`src/rtl/mem_bus_arbiter.sv`:
```
`timescale 1ns/1ps
`default_nettype none
// +---------------------------------------------------------------------------+
// | mem_bus_arbiter: round-robin share of one sync memory port (cpu0/loader)  |
// | Rev 1.0                                                                   |
// +---------------------------------------------------------------------------+
module mem_bus_arbiter #(
  parameter int ADDR_W      = 16,
  parameter int DATA_W      = 16,
  parameter int WAIT_STATES = 1
) (
  input  logic              clk,
  input  logic              reset,
  input  logic              cpu_req,
  input  logic              cpu_wr,
  input  logic [ADDR_W-1:0] cpu_addr,
  input  logic [DATA_W-1:0] cpu_wdata,
  output logic [DATA_W-1:0] cpu_rdata,
  output logic              cpu_ack,
  input  logic              dbg_req,
  input  logic              dbg_wr,
  input  logic [ADDR_W-1:0] dbg_addr,
  input  logic [DATA_W-1:0] dbg_wdata,
  output logic [DATA_W-1:0] dbg_rdata,
  output logic              dbg_ack,
  output logic [ADDR_W-1:0] mem_addr,
  output logic [DATA_W-1:0] mem_wdata,
  output logic              mem_we,
  input  logic [DATA_W-1:0] mem_rdata,
  output logic              busy,
  output logic              grant_id
);

  localparam logic [1:0] S_IDLE   = 2'd0;
  localparam logic [1:0] S_ACCESS = 2'd1;
  localparam logic [1:0] S_DONE   = 2'd2;

  localparam logic [3:0] C_WAIT_LAST = 4'(WAIT_STATES);

  logic [1:0]        state_q, state_d;
  logic [3:0]        cnt_q, cnt_d;
  logic              last_grant_q, last_grant_d;
  logic              win_q, win_d;
  logic              wr_q, wr_d;
  logic [ADDR_W-1:0] addr_q, addr_d;
  logic [DATA_W-1:0] wdata_q, wdata_d;
  logic [DATA_W-1:0] cpu_rdata_q, cpu_rdata_d;
  logic [DATA_W-1:0] dbg_rdata_q, dbg_rdata_d;

  logic w_winner;
  logic w_done;
  logic w_rd_done;

  // On a tie the requester that did not win last time gets the port.
  assign w_winner = (cpu_req && dbg_req) ? ~last_grant_q : dbg_req;

  always_comb begin
    state_d      = state_q;
    cnt_d        = cnt_q;
    last_grant_d = last_grant_q;
    win_d        = win_q;
    wr_d         = wr_q;
    addr_d       = addr_q;
    wdata_d      = wdata_q;
    cpu_rdata_d  = cpu_rdata_q;
    dbg_rdata_d  = dbg_rdata_q;
    case (state_q)
      S_IDLE: begin
        if (cpu_req || dbg_req) begin
          state_d      = S_ACCESS;
          cnt_d        = 4'd0;
          win_d        = w_winner;
          last_grant_d = w_winner;
          wr_d         = w_winner ? dbg_wr    : cpu_wr;
          addr_d       = w_winner ? dbg_addr  : cpu_addr;
          wdata_d      = w_winner ? dbg_wdata : cpu_wdata;
        end
      end
      S_ACCESS: begin
        cnt_d = cnt_q + 4'd1;
        if (cnt_q == C_WAIT_LAST) begin
          state_d = S_DONE;
        end
      end
      S_DONE: begin
        state_d = S_IDLE;
        if (!wr_q) begin
          if (win_q) begin
            dbg_rdata_d = mem_rdata;
          end else begin
            cpu_rdata_d = mem_rdata;
          end
        end
      end
      default: state_d = S_IDLE;
    endcase
  end

  always_ff @(posedge clk or negedge reset) begin
    if (!reset) begin
      state_q      <= S_IDLE;
      cnt_q        <= 4'd0;
      last_grant_q <= 1'b1;
      win_q        <= 1'b0;
      wr_q         <= 1'b0;
      addr_q       <= '0;
      wdata_q      <= '0;
      cpu_rdata_q  <= '0;
      dbg_rdata_q  <= '0;
    end else begin
      state_q      <= state_d;
      cnt_q        <= cnt_d;
      last_grant_q <= last_grant_d;
      win_q        <= win_d;
      wr_q         <= wr_d;
      addr_q       <= addr_d;
      wdata_q      <= wdata_d;
      cpu_rdata_q  <= cpu_rdata_d;
      dbg_rdata_q  <= dbg_rdata_d;
    end
  end

  // Memory data only becomes valid in DONE, so it is forwarded there and held afterwards.
  assign w_done    = (state_q == S_DONE);
  assign w_rd_done = w_done && !wr_q;

  assign cpu_ack   = w_done && !win_q;
  assign dbg_ack   = w_done && win_q;
  assign cpu_rdata = (w_rd_done && !win_q) ? mem_rdata : cpu_rdata_q;
  assign dbg_rdata = (w_rd_done && win_q)  ? mem_rdata : dbg_rdata_q;
  assign mem_addr  = addr_q;
  assign mem_wdata = wdata_q;
  assign mem_we    = (state_q == S_ACCESS) && wr_q;
  assign busy      = (state_q != S_IDLE);
  assign grant_id  = win_q;

endmodule
`default_nettype wire

```
`config.mk`:
```
export PLATFORM = sky130hd
export DESIGN_NAME = mem_bus_arbiter
export DESIGN_NICKNAME = d
export VERILOG_FILES = /design/src/rtl/mem_bus_arbiter.sv
export SDC_FILE = /design/constraint.sdc
export NUM_CORES = 1
export LEC_CHECK = 0
export ABC_AREA = 1
export BUFFER_PORTS_ARGS = -buffer_cell sky130_fd_sc_hd__buf_4
export CORE_ASPECT_RATIO = 0.6
export CORE_MARGIN = 3
export CORE_UTILIZATION = 25
export CTS_BUF_LIST = sky130_fd_sc_hd__clkbuf_16
export DETAILED_ROUTE_END_ITERATION = 6
export HOLD_SLACK_MARGIN = 0.02
export PLACE_DENSITY_LB_ADDON = 0.12
export SLEW_MARGIN = 0
export SYNTH_ARGS = -nofsm -noshare
export SYNTH_HDL_FRONTEND = slang
export SYNTH_SLANG_ARGS = --single-unit
```
`constraint.sdc`:
```
create_clock -name clk -period 1.2 [get_ports clk]
set_input_delay 0.18 -clock clk [delete_from_list [all_inputs] [get_ports clk]]
set_output_delay 0.18 -clock clk [all_outputs]
set_load 0.02 [all_outputs]
```
# Word level (Yosys, flattened, before mapping)
# Index checks and enable logic that the tools add are counted.
# Widths: inputs -> output; s select.
classes:
  n_addsub: 1
  eq_ne: 5
  n_mux: 11
  bitwise: 3
  n_reduce_logical: 18
ops:
  columns: ["op", "n"]
  rows:
  - ["$mux 16", 4]
  - ["$pmux 4 s2", 1]
  - ["$logic_and 1x1->1", 7]
  - ["$reduce_and 2->1", 3]
  - ["$reduce_and 3->1", 2]
  - ["$add 4x1->4 const B", 1]
  - ["$eq 4x1->1 const B", 1]
  - ["$mux 2", 2]
  - ["$mux 4", 1]
  - ["$ne 2x2->1 const B", 2]
  - ["$pmux 2 s2", 1]
  - ["$reduce_bool 2->1", 2]
  - ["$not 1->1", 3]
  - ["$eq 2x1->1 const B", 1]
  - ["$eq 2x2->1 const B", 1]
  - ["$logic_not 1->1", 2]
  - ["$logic_not 2->1", 1]
  - ["$mux 1", 2]
  - ["$logic_or 1x1->1", 1]
totals:
  regBits: 73
  input_bits: 86
  out_inout_bits: 69
  wordCells: 47

# Longest topological paths before layout
depth:
  word_depth: 4
  mapped_depth: 7
  mapped_depth_nobuf: 5

# Least setup slack after synthesis
# No wires, ideal clock.
synth_path:
  path_kind: "reg2out"
  from: "reg win_q (netlist: grant_id)"
  to: "out dbg_rdata[10]"
  arrival_time_ns: 1.397
  required_ns: 1.020
  slack_ns: -0.377
  path_stages_with_launch: 6
  n_path_buf: 1
  cell_sequence: "dfrtp_1 inv_1 nor2_1 nand2_2 clkbuf_1 o21ai_0"
synth_via:
  elab_chain_len: 2
synth_rtl:
  columns: ["element", "line_no", "source"]
  rows:
  - ["from (decl)", "43", "logic win_q, win_d;"]
  - ["from (signal assigned)", "114", "win_q <= win_d;"]
  - ["$logic_and 1x1->1", "130", "assign dbg_rdata = (w_rd_done && win_q) ? mem_rdata : dbg_rdata_q;"]
  - ["$mux 16", "130", null]
  - ["to (decl)", "24", "output logic [DATA_W-1:0] dbg_rdata,"]
# Every way passes these cells.

# Final worst setup path
layout_path:
  from: "reg win_q (netlist: grant_id)"
  to: "out dbg_rdata[4]"
# Same word-level chain as after synthesis.

==> metrics.md <==
| Metric | Value |
|---|---|
| Hold crit path type | `in -> reg` |
| Ranking of synthesized cells by area | `dfrtp_1 45%, nand2_1 12%, nand3_1 8.6%` |
| CP max FO | `11` |
| Iteration count of the initial detailed-routing pass | `5` |
| Leak | `3.70 nW` |
| CTS tree | `yes` |
| Vias per Instance | `4.36` |
| Post-DP HPWL | `8.58 mm` |
| Port bufs | `154` |
| Sink Count | `73` |
| Count of final max-slew check failures | `0` |
| Placed insts | `865` |
| Drt total wl | `13.7 mm` |
| Syn avg cell area | `8.08 um^2` |
| Initial Util | `25.8%` |
| Placer Congestion | `0.791` |
| Mapped Cells | `494` |
| Share of cells above drive strength 1 | `53.1%` |
| Register area share after synthesis | `45.8%` |
| WP data required | `1.02 ns` |
| Clock Path Buffers | `2` |
| Synth area leader | `dfrtp_1` |
| Final ANT Viol Nets | `0` |
| DRC | `0` |
| Total CTS buffers | `9` |
| Largest net degree at the start of global routing | `35` |
| Design area | `7340 um^2` |
| Crit path DAT | `1.58 ns` |
| First-pass GRT wire length | `20.4 mm` |
| Die Width | `169 um` |
| Antenna cells | `0` |
| Vias in the first global route | `4003` |
| Min Tclk post-route | `1.76 ns` |
| CP endpoint kind | `primary output` |
| Worst skew pair latency | `0.33 ns` |
| Initial antenna violation count | `0` |
| Routed wire per std cell | `15.0 um` |
| Clk slew on worst S/H paths | `0.06 ns` |
| H-tree Lvls | `3` |
| Startpoint types | `flop` |
| Synthesis Warnings | `0` |
| 1st-iter DRT viols | `127` |
| Top-area cell type share of the netlist area | `45.1%` |
| Post-route insts no fill | `913` |
| IO Count | `155` |
| Syn_nets | `582` |
| Power density over the cells | `2640 nW/um^2` |
| DR vias | `3977` |
| Post-place setup slack | `-0.237 ns` |
| Die ar. | `17600 um^2` |
| GRT overflow | `0` |
| Final hold violation count | `0` |
| Clk_skew | `0.00867 ns` |
| Area Overhead vs Synth | `83.9%` |
| Rows | `35` |
| Max cap viols | `0` |
| Final setup violation count | `96` |
| CTS root buf | `clkbuf_16` |
| Status | `complete, but fails checks` |
| Fin nets | `794` |
| Max IR drop VDD | `0.000863 V` |
| Final worst slack | `-0.560 ns` |
| Yosys cell types | `25` |
| Violated checks | `setup timing` |
| Seq cells post-synth | `73` |
| Placed Area | `5960 um^2` |
| Synth Cell Area | `3990 um^2` |
| RSZ-0062 raised after global routing | `yes` |
| Die height | `104 um` |
| Tot GR Track Use | `14.4%` |
| Max Fclk | `0.568 GHz` |
| Slew at the pin closest to its max-slew limit | `0.375 ns` |
| Period Utilization, post-route | `147%` |
| Core region area | `15500 um^2` |
| Class of the most critical setup path | `reg -> out` |
| Slew HR | `75.0%` |
-- final timing paths --
path	slack, ns	end	startpoint	depth (start not counted)
min reg2reg	0.47	last_grant_q	last_grant_q	2
max	-0.56	dbg_rdata[4]	grant_id	6
min	0.15	mem_wdata[12]	cpu_wdata[12]	5
min in group asynchronous	0.31	dbg_rdata_q[5]	reset	2
max in group asynchronous	0.40	mem_wdata[0]	reset	3
max reg2reg	-0.31	mem_wdata[5]	state_q[1]	10
-- cells in the mapped netlist, drive strengths merged --
| library cell | number |
|---|---|
| ha | 2 |
| nand4 | 1 |
| dfrtp | 72 |
| buf | 23 |
| inv | 91 |
| o21ai | 66 |
| clkbuf | 4 |
| or2 | 2 |
| dfstp | 1 |
| nand2 | 146 |
| nand3 | 75 |
| nor2 | 11 |
-- registers in the layout, indices dropped and copies added, names as in the netlist --
name	flops
mem_wdata	16
wr_q	1
dbg_rdata_q	16
cpu_rdata_q	16
mem_addr	16
cnt_q	4
last_grant_q	1
grant_id	1
state_q	2
-- cell usage in the layout (no fill, tap or decap), types with 5 or more instances in the layout --
cell type  netlist  final
buf_12           2     15
buf_4            2    142
buf_6            7     60
clkbuf_16        0     16
dfrtp_1         72     71
inv_1           89     87
nand2_1        126    107
nand2_2          6      7
nand2_4         14     28
nand2_8          0      5
nand3_1         69     46
nand3_2          6     26
nor2_4           2      5
o21ai_0         26      6
o21ai_1         13      5
o21ai_2         27     22
o21ai_4          0     33
-- through the flow --
stage | hold WS [ns] | setup TNS (ns) | utilization [%] | total power (W)
after CTS | 0.129 | -27.59 | 43.6 | 0.0186
after detailed placement | 0.125 | -10.52 | 38.4 | 0.0137
after floorplan | -0.116 | -3.27 | - | 0.00995
after global placement | 0.128 | -9.62 | 38.4 | 0.0136
final | 0.150 | -29.10 | 47.4 | 0.0194
after global routing | 0.157 | -36.89 | 47.4 | 0.0207
-- per-layer routing --
metal | vias to the layer above | global-route usage [%] | wire (um)
met5 | - | 0 | 0
met4 | 0 | 3.09 | 135
met3 | 10 | 3.53 | 623
met2 | 98 | 22.9 | 6510
met1 | 1906 | 19.9 | 6400
li1 | 1963 | - | -
-- report_power, final --
| group | total, W | switching [W] | internal (W) |
|---|---|---|---|
| Sequential | 0.00465 | 0.000927 | 0.00373 |
| Clock | 0.00306 | 0.00105 | 0.00201 |
| Combinational | 0.0117 | 0.00593 | 0.00578 |
-- cells by family (layout without fill, tap and decap cells) --
kind of cell | after synthesis | after routing | share of synthesized area [%]
fa+ha+maj | 2 | 2 | 0.626
simple gates | 235 | 236 | 28.8
buf+inv | 118 | 333 | 14.0
compound gates | 66 | 66 | 10.8
flops | 73 | 73 | 45.8
-- final cells by class --
type,instances,area [um^2]
tap,203,254
timing repair buffer,227,2270
clock inverter,6,108
sequential,73,1830
inverter,91,342
multi-input combinational,304,2320
clock buffer,9,225
fill,1513,8160
-- critical path: stages (launching register included) --
cell and delay [ns]:
dfrtp_2 0.41, inv_2 0.07, nor2_4 0.17, nand2_8 0.14
clkbuf_16 0.20, o21ai_4 0.13, buf_6 0.13
-- timing repair --
item                                    4_1_cts  5_1_grt
endpoints found under the hold margin        20        0
hold buffers                                  1        0
pin swaps                                     7       30
setup buffers                                15        9
endpoints found under the setup margin       95      106
gates resized for setup                      61      103
cloned                                        6       10
No activity file was read; power rests on OpenSTA's default activity.
